`src/rtl/fp_mac_pkg.sv`:
```
// Shared definitions for the floating-point MAC pipeline: controller state
// encoding and the default number of MAC register stages.
package fp_mac_pkg;

  localparam int PIPE_DEPTH = 4;

  typedef enum logic [1:0] {
    IDLE  = 2'd0,
    ISSUE = 2'd1,
    WAIT  = 2'd2,
    HOLD  = 2'd3
  } state_e;

endpackage

```
`src/rtl/fp_mac_valid_pipe.sv`:
```
// Token shift register mirroring the MAC step1..stepN stages; one cycle per stage,
// no backpressure, synchronous clear drops every in-flight token.
module fp_mac_valid_pipe #(
  parameter int DEPTH = 4
) (
  input  logic             clock,
  input  logic             resetn,
  input  logic             clear,
  input  logic             in_vld,
  output logic [DEPTH-1:0] stage_valid
);

  logic [DEPTH-1:0] stage_valid_q;
  logic [DEPTH-1:0] stage_valid_d;

  always_comb begin
    stage_valid_d = {stage_valid_q[DEPTH-2:0], in_vld};
    if (clear) begin
      stage_valid_d = '0;
    end
  end

  always_ff @(posedge clock or negedge resetn) begin
    if (!resetn) begin
      stage_valid_q <= '0;
    end else begin
      stage_valid_q <= stage_valid_d;
    end
  end

  assign stage_valid = stage_valid_q;

endmodule

```
`src/rtl/fp_mac_seq_ctrl.sv`:
```
// Dot-product sequencer: one term in flight, issue -> write-back in PIPE_DEPTH cycles,
// in_ready held low until the previous term's write-back; result held until out_ready.
module fp_mac_seq_ctrl #(
  parameter int PIPE_DEPTH = fp_mac_pkg::PIPE_DEPTH,
  parameter int CNT_W      = 8
) (
  input  logic                  clock,
  input  logic                  resetn,
  input  logic                  start,
  input  logic [CNT_W-1:0]      len,
  input  logic                  abort,
  input  logic                  in_valid,
  output logic                  in_ready,
  output logic                  issue,
  output logic                  acc_clear,
  output logic [PIPE_DEPTH-1:0] stage_valid,
  output logic                  wb_en,
  output logic                  out_valid,
  input  logic                  out_ready,
  output logic                  busy,
  output logic                  done,
  output logic                  err_len
);

  import fp_mac_pkg::*;

  state_e           state_q, state_d;
  logic [CNT_W-1:0] remaining_q, remaining_d;
  logic             first_q, first_d;

  fp_mac_valid_pipe #(
    .DEPTH (PIPE_DEPTH)
  ) u_valid_pipe (
    .clock       (clock),
    .resetn      (resetn),
    .clear       (abort),
    .in_vld      (issue),
    .stage_valid (stage_valid)
  );

  always_ff @(posedge clock or negedge resetn) begin
    if (!resetn) begin
      state_q     <= IDLE;
      remaining_q <= '0;
      first_q     <= 1'b0;
    end else begin
      state_q     <= state_d;
      remaining_q <= remaining_d;
      first_q     <= first_d;
    end
  end

  // remaining counts terms not yet issued, so it reads zero at the last write-back.
  always_comb begin
    state_d     = state_q;
    remaining_d = remaining_q;
    first_d     = first_q;
    if (abort) begin
      state_d     = IDLE;
      remaining_d = '0;
      first_d     = 1'b0;
    end else begin
      case (state_q)
        IDLE: begin
          if (start && (len != '0)) begin
            remaining_d = len;
            first_d     = 1'b1;
            state_d     = ISSUE;
          end
        end
        ISSUE: begin
          if (issue) begin
            first_d     = 1'b0;
            remaining_d = remaining_q - CNT_W'(1);
            state_d     = WAIT;
          end
        end
        WAIT: begin
          if (wb_en) begin
            state_d = (remaining_q == '0) ? HOLD : ISSUE;
          end
        end
        HOLD: begin
          if (out_ready) begin
            state_d = IDLE;
          end
        end
        default: state_d = IDLE;
      endcase
    end
  end

  // abort masks every strobe in its own cycle so the datapath never acts on a dying job.
  always_comb begin
    in_ready  = 1'b0;
    out_valid = 1'b0;
    done      = 1'b0;
    err_len   = 1'b0;
    busy      = (state_q != IDLE);
    case (state_q)
      IDLE:    err_len = start & (len == '0) & ~abort;
      ISSUE:   in_ready = ~abort;
      WAIT:    ;
      HOLD: begin
        out_valid = 1'b1;
        done      = out_ready & ~abort;
      end
      default: ;
    endcase
    issue     = in_valid & in_ready;
    acc_clear = issue & first_q;
    wb_en     = stage_valid[PIPE_DEPTH-1] & (state_q == WAIT) & ~abort;
  end

endmodule
```
`config.mk`:
```
export PLATFORM = sky130hd
export DESIGN_NAME = fp_mac_seq_ctrl
export DESIGN_NICKNAME = d
export VERILOG_FILES = /design/src/rtl/fp_mac_pkg.sv /design/src/rtl/fp_mac_valid_pipe.sv /design/src/rtl/fp_mac_seq_ctrl.sv
export SDC_FILE = /design/constraint.sdc
export NUM_CORES = 1
export LEC_CHECK = 0
export ABC_AREA = 0
export BUFFER_PORTS_ARGS = -buffer_cell sky130_fd_sc_hd__clkbuf_2
export CAP_MARGIN = 20
export CORE_ASPECT_RATIO = 0.9
export CORE_MARGIN = 3
export CORE_UTILIZATION = 30
export DETAILED_ROUTE_END_ITERATION = 10
export GPL_TIMING_DRIVEN = 0
export SYNTH_ARGS = -nofsm -noshare
export SYNTH_HDL_FRONTEND = slang
export SYNTH_SLANG_ARGS = --single-unit
```
`constraint.sdc`:
```
create_clock -name clock -period 2 [get_ports clock]
set_input_delay 0.4 -clock clock [delete_from_list [all_inputs] [get_ports clock]]
set_output_delay 0.4 -clock clock [all_outputs]
set_load 0.05 [all_outputs]
```
==> results.py <==
metrics = {
    "die": {
        "dieHeight_um": 60.0,
        "ios": 26,
        "die_w_um": 66.0,
        "dieArea_um2": 3960,
        "row_count": 18,
        "initial_core_util_pct": 33.4,
        "core-area_um2": 2910,
    },
    "final_layout": {
        "antenna_cells": 0,
        "final_nets": 161,
        "fillers": 278,
        "layout-drive-gt1-share_pct": 30.6,
        "post-route-util_pct": 43.2,
        "area_growth_pct": 29.1,
    },
    "yosys": {
        "yosysMostFrequentCell": "dfrtp_1",
        "yosysTopAreaCellShare_pct": 38.7,
        "ys.flop_type": "dfrtp_1",
        "synth-edff-count": 0,
        "synthArstFlopShare_pct": 100,
        "synth-seq-cells": 15,
        "syn_area_um2": 971,
        "synth_seq_area_share_pct": 38.7,
        "synth.avg_cell_area_um2": 8.59,
        "synth_nets": 129,
        "synth_warnings": 0,
        "syn_inst": 113,
        "synth_area_leaders": "dfrtp_1, nand2_1, a21oi_1",
        "ys_top_cells_by_count": "dfrtp_1, nand2_1, a21oi_1, nor2_1, inv_1",
        "ys_types": 38,
        "yosysTopAreaCell": "dfrtp_1",
    },
    "timing": {
        "post-route-min-period_ns": 2.07,
        "worst_pin_slew_ns": 0.590,
        "relSlewSlack_pct": 60.6,
        "fin_hold_ws_ns": 0.00902,
        "period_share_pct": 104,
        "drv_slew": 0,
        "setup_slack_ns": -0.0738,
        "fin_tns_setup_ns": -0.0738,
        "rsz0062_at_grt": "true",
        "finClkSkew_ns": 0.00503,
        "max_freq_ghz": 0.482,
        "finalSetupViolCount": 1,
        "finalHoldViolations": 0,
    },
    "worst_setup_path": {
        "path_buf_inv": 2,
        "endpoint_kind": "output port",
        "crit_fanout": 8,
        "reg2reg_from": "state_q[1]",
        "crit_family": "simple AND/OR/NAND/NOR gates",
        "critPathKind": "flip-flop to output port",
        "regToRegEndpoint": "remaining_q[1]",
        "crit_path_cell_trace": "buf_6 -> nand2b_1 -> nor2_1 -> clkbuf_4",
        "regToRegSetupSlack_ns": 0.10,
        "startpoint_type": "flip-flop",
        "required_ns": 1.60,
        "worstPathArrival_ns": 1.67,
        "max_stage_delay_ns": 0.40,
        "slowest_stage": "dfrtp_1",
        "r2r_cells": 7,
    },
    "placement": {
        "dp_hpwl_um": 2110,
        "place_congestion": 0.931,
        "portBuffers": 25,
        "place_ws_ns": -0.00278,
    },
    "routing": {
        "drc": 0,
        "vias": 1025,
        "routed_wl_um": 2780,
        "dr.pass1.iters": 4,
        "first_iter_violations": 91,
        "routedWlPerCell_um": 15.1,
        "final_antenna_net_count": 0,
        "avgViaCountPerCell": 5.57,
    },
    "power": {
        "power.density_nw_per_um2": 887,
        "power.switching_mw": 0.480,
        "seqPwrFrac_pct": 36.7,
        "leakage_nw": 0.565,
        "p_comb_share_pct": 47.3,
        "ir_drop_mv": 0.403,
        "swShare_pct": 43.1,
        "clkPwrFrac_pct": 15.9,
        "internal_power_mw": 0.632,
    },
    "outcome": {
        "violations": "setup timing",
        "outcome": "complete, but fails checks",
    },
    "global_routing": {
        "grt_pass1_wl_um": 4200,
        "grt_pass1_vias": 885,
        "grtUsageTotal_pct": 14.3,
        "antenna_found_initial": 0,
        "grt-ovfl-total": 0,
        "grt_max_degree": 16,
    },
    "clocking": {
        "numCtsBuffers": 3,
        "clk_path_buf_depth": 2,
        "cts.sinks": 15,
        "clk_root_buffer_cell": "clkbuf_4",
        "htreeDepth": 1,
        "clkLatencyLatePin_ns": 0.29,
        "clkTransAtPathRegs_ns": 0.10,
        "cts_tree": "yes",
    },
    "min_path": {
        "hold_class": "input pin to asynchronous set/reset pin",
    },
    "flow_run": {
        "max-cap-violations": 0,
    },
}
kinds of logic (layout without fill, tap and decap cells):
group,count (synthesis),in the layout,synth area share [%]
DFF,15,15,38.7
and+or+nand+nor,54,54,30.7
AOI/OAI and AO/OA,28,28,21.1
buffers and inverters,14,45,6.96
adders and majority gates,2,2,2.58
area by class of cell:
cell class | instances | area, um^2 | area share [%]
Tap cell | 40 | 50.0 | 3.99
Inverter | 6 | 22.5 | 1.80
Clock buffer | 3 | 22.5 | 1.80
Multi-Input combinational cell | 84 | 563 | 44.9
Sequential cell | 15 | 375 | 29.9
Timing Repair Buffer | 27 | 165 | 13.2
Buffer | 8 | 50.0 | 3.99
Clock inverter | 1 | 5.00 | 0.399
metrics by stage:
step	area [um^2]	total power [mW]	instances
finish	1250	1.11	184
global route	1250	1.18	184
CTS	1230	1.10	182
detailed placement	1170	0.907	178
global placement	1170	0.906	178
floorplan	997	0.775	113
layer usage:
metal  global-route usage [%]  up-vias  routed length, um
li1                         -      482                  -
met1                     19.9      501               1220
met2                     22.4       38               1340
met3                     3.01        4                185
met4                     4.35        0                 34
met5                        0        -                  0
worst max-delay path by stage:
| stage | slack, ns | to | start | cells after the start |
|---|---|---|---|---|
| after floorplan | -0.20 | acc_clear | state_q[1] | 5 |
| after global placement | 0.03 | err_len | len[6] | 5 |
| after detailed placement | -0.003 | err_len | len[6] | 5 |
| after CTS | -0.04 | acc_clear | state_q[1] | 6 |
| after global routing | -0.12 | in_ready | state_q[1] | 4 |
| final | -0.07 | in_ready | state_q[1] | 4 |
sequential cells by signal, summed over array words and instances (netlist names):
signal	flops
first_q	1
remaining_q	8
u_valid_pipe.stage_valid	4
state_q	2
layout by cell type (no fill, tap or decap), types with 3 or more instances in the layout:
cell	count
a21oi_1	8
buf_4	4
clkbuf_1	3
clkbuf_2	22
clkbuf_4	4
dfrtp_1	15
inv_1	6
nand2_1	11
nand3_1	5
nor2_1	7
nor2b_1	5
nor3_1	3
nor4_1	3
o32ai_1	3
power groups by stage:
| stage | clock network, mW | logic [mW] | registers (mW) |
|---|---|---|---|
| final | 0.177 | 0.526 | 0.408 |
| after global routing | 0.192 | 0.571 | 0.415 |
| after CTS | 0.186 | 0.506 | 0.406 |
| after detailed placement | 0 | 0.495 | 0.412 |
| after global placement | 0 | 0.497 | 0.408 |
| after floorplan | 0 | 0.370 | 0.405 |
what timing repair did:
action                                  CTS  global route
endpoints found under the hold margin     0             0
hold buffers                              0             0
gates resized for setup                   9             6
pin swaps                                 0             2
buffers inserted                          0             2
endpoints found under the setup margin    5             4
(Power assumes the default switching activity.)
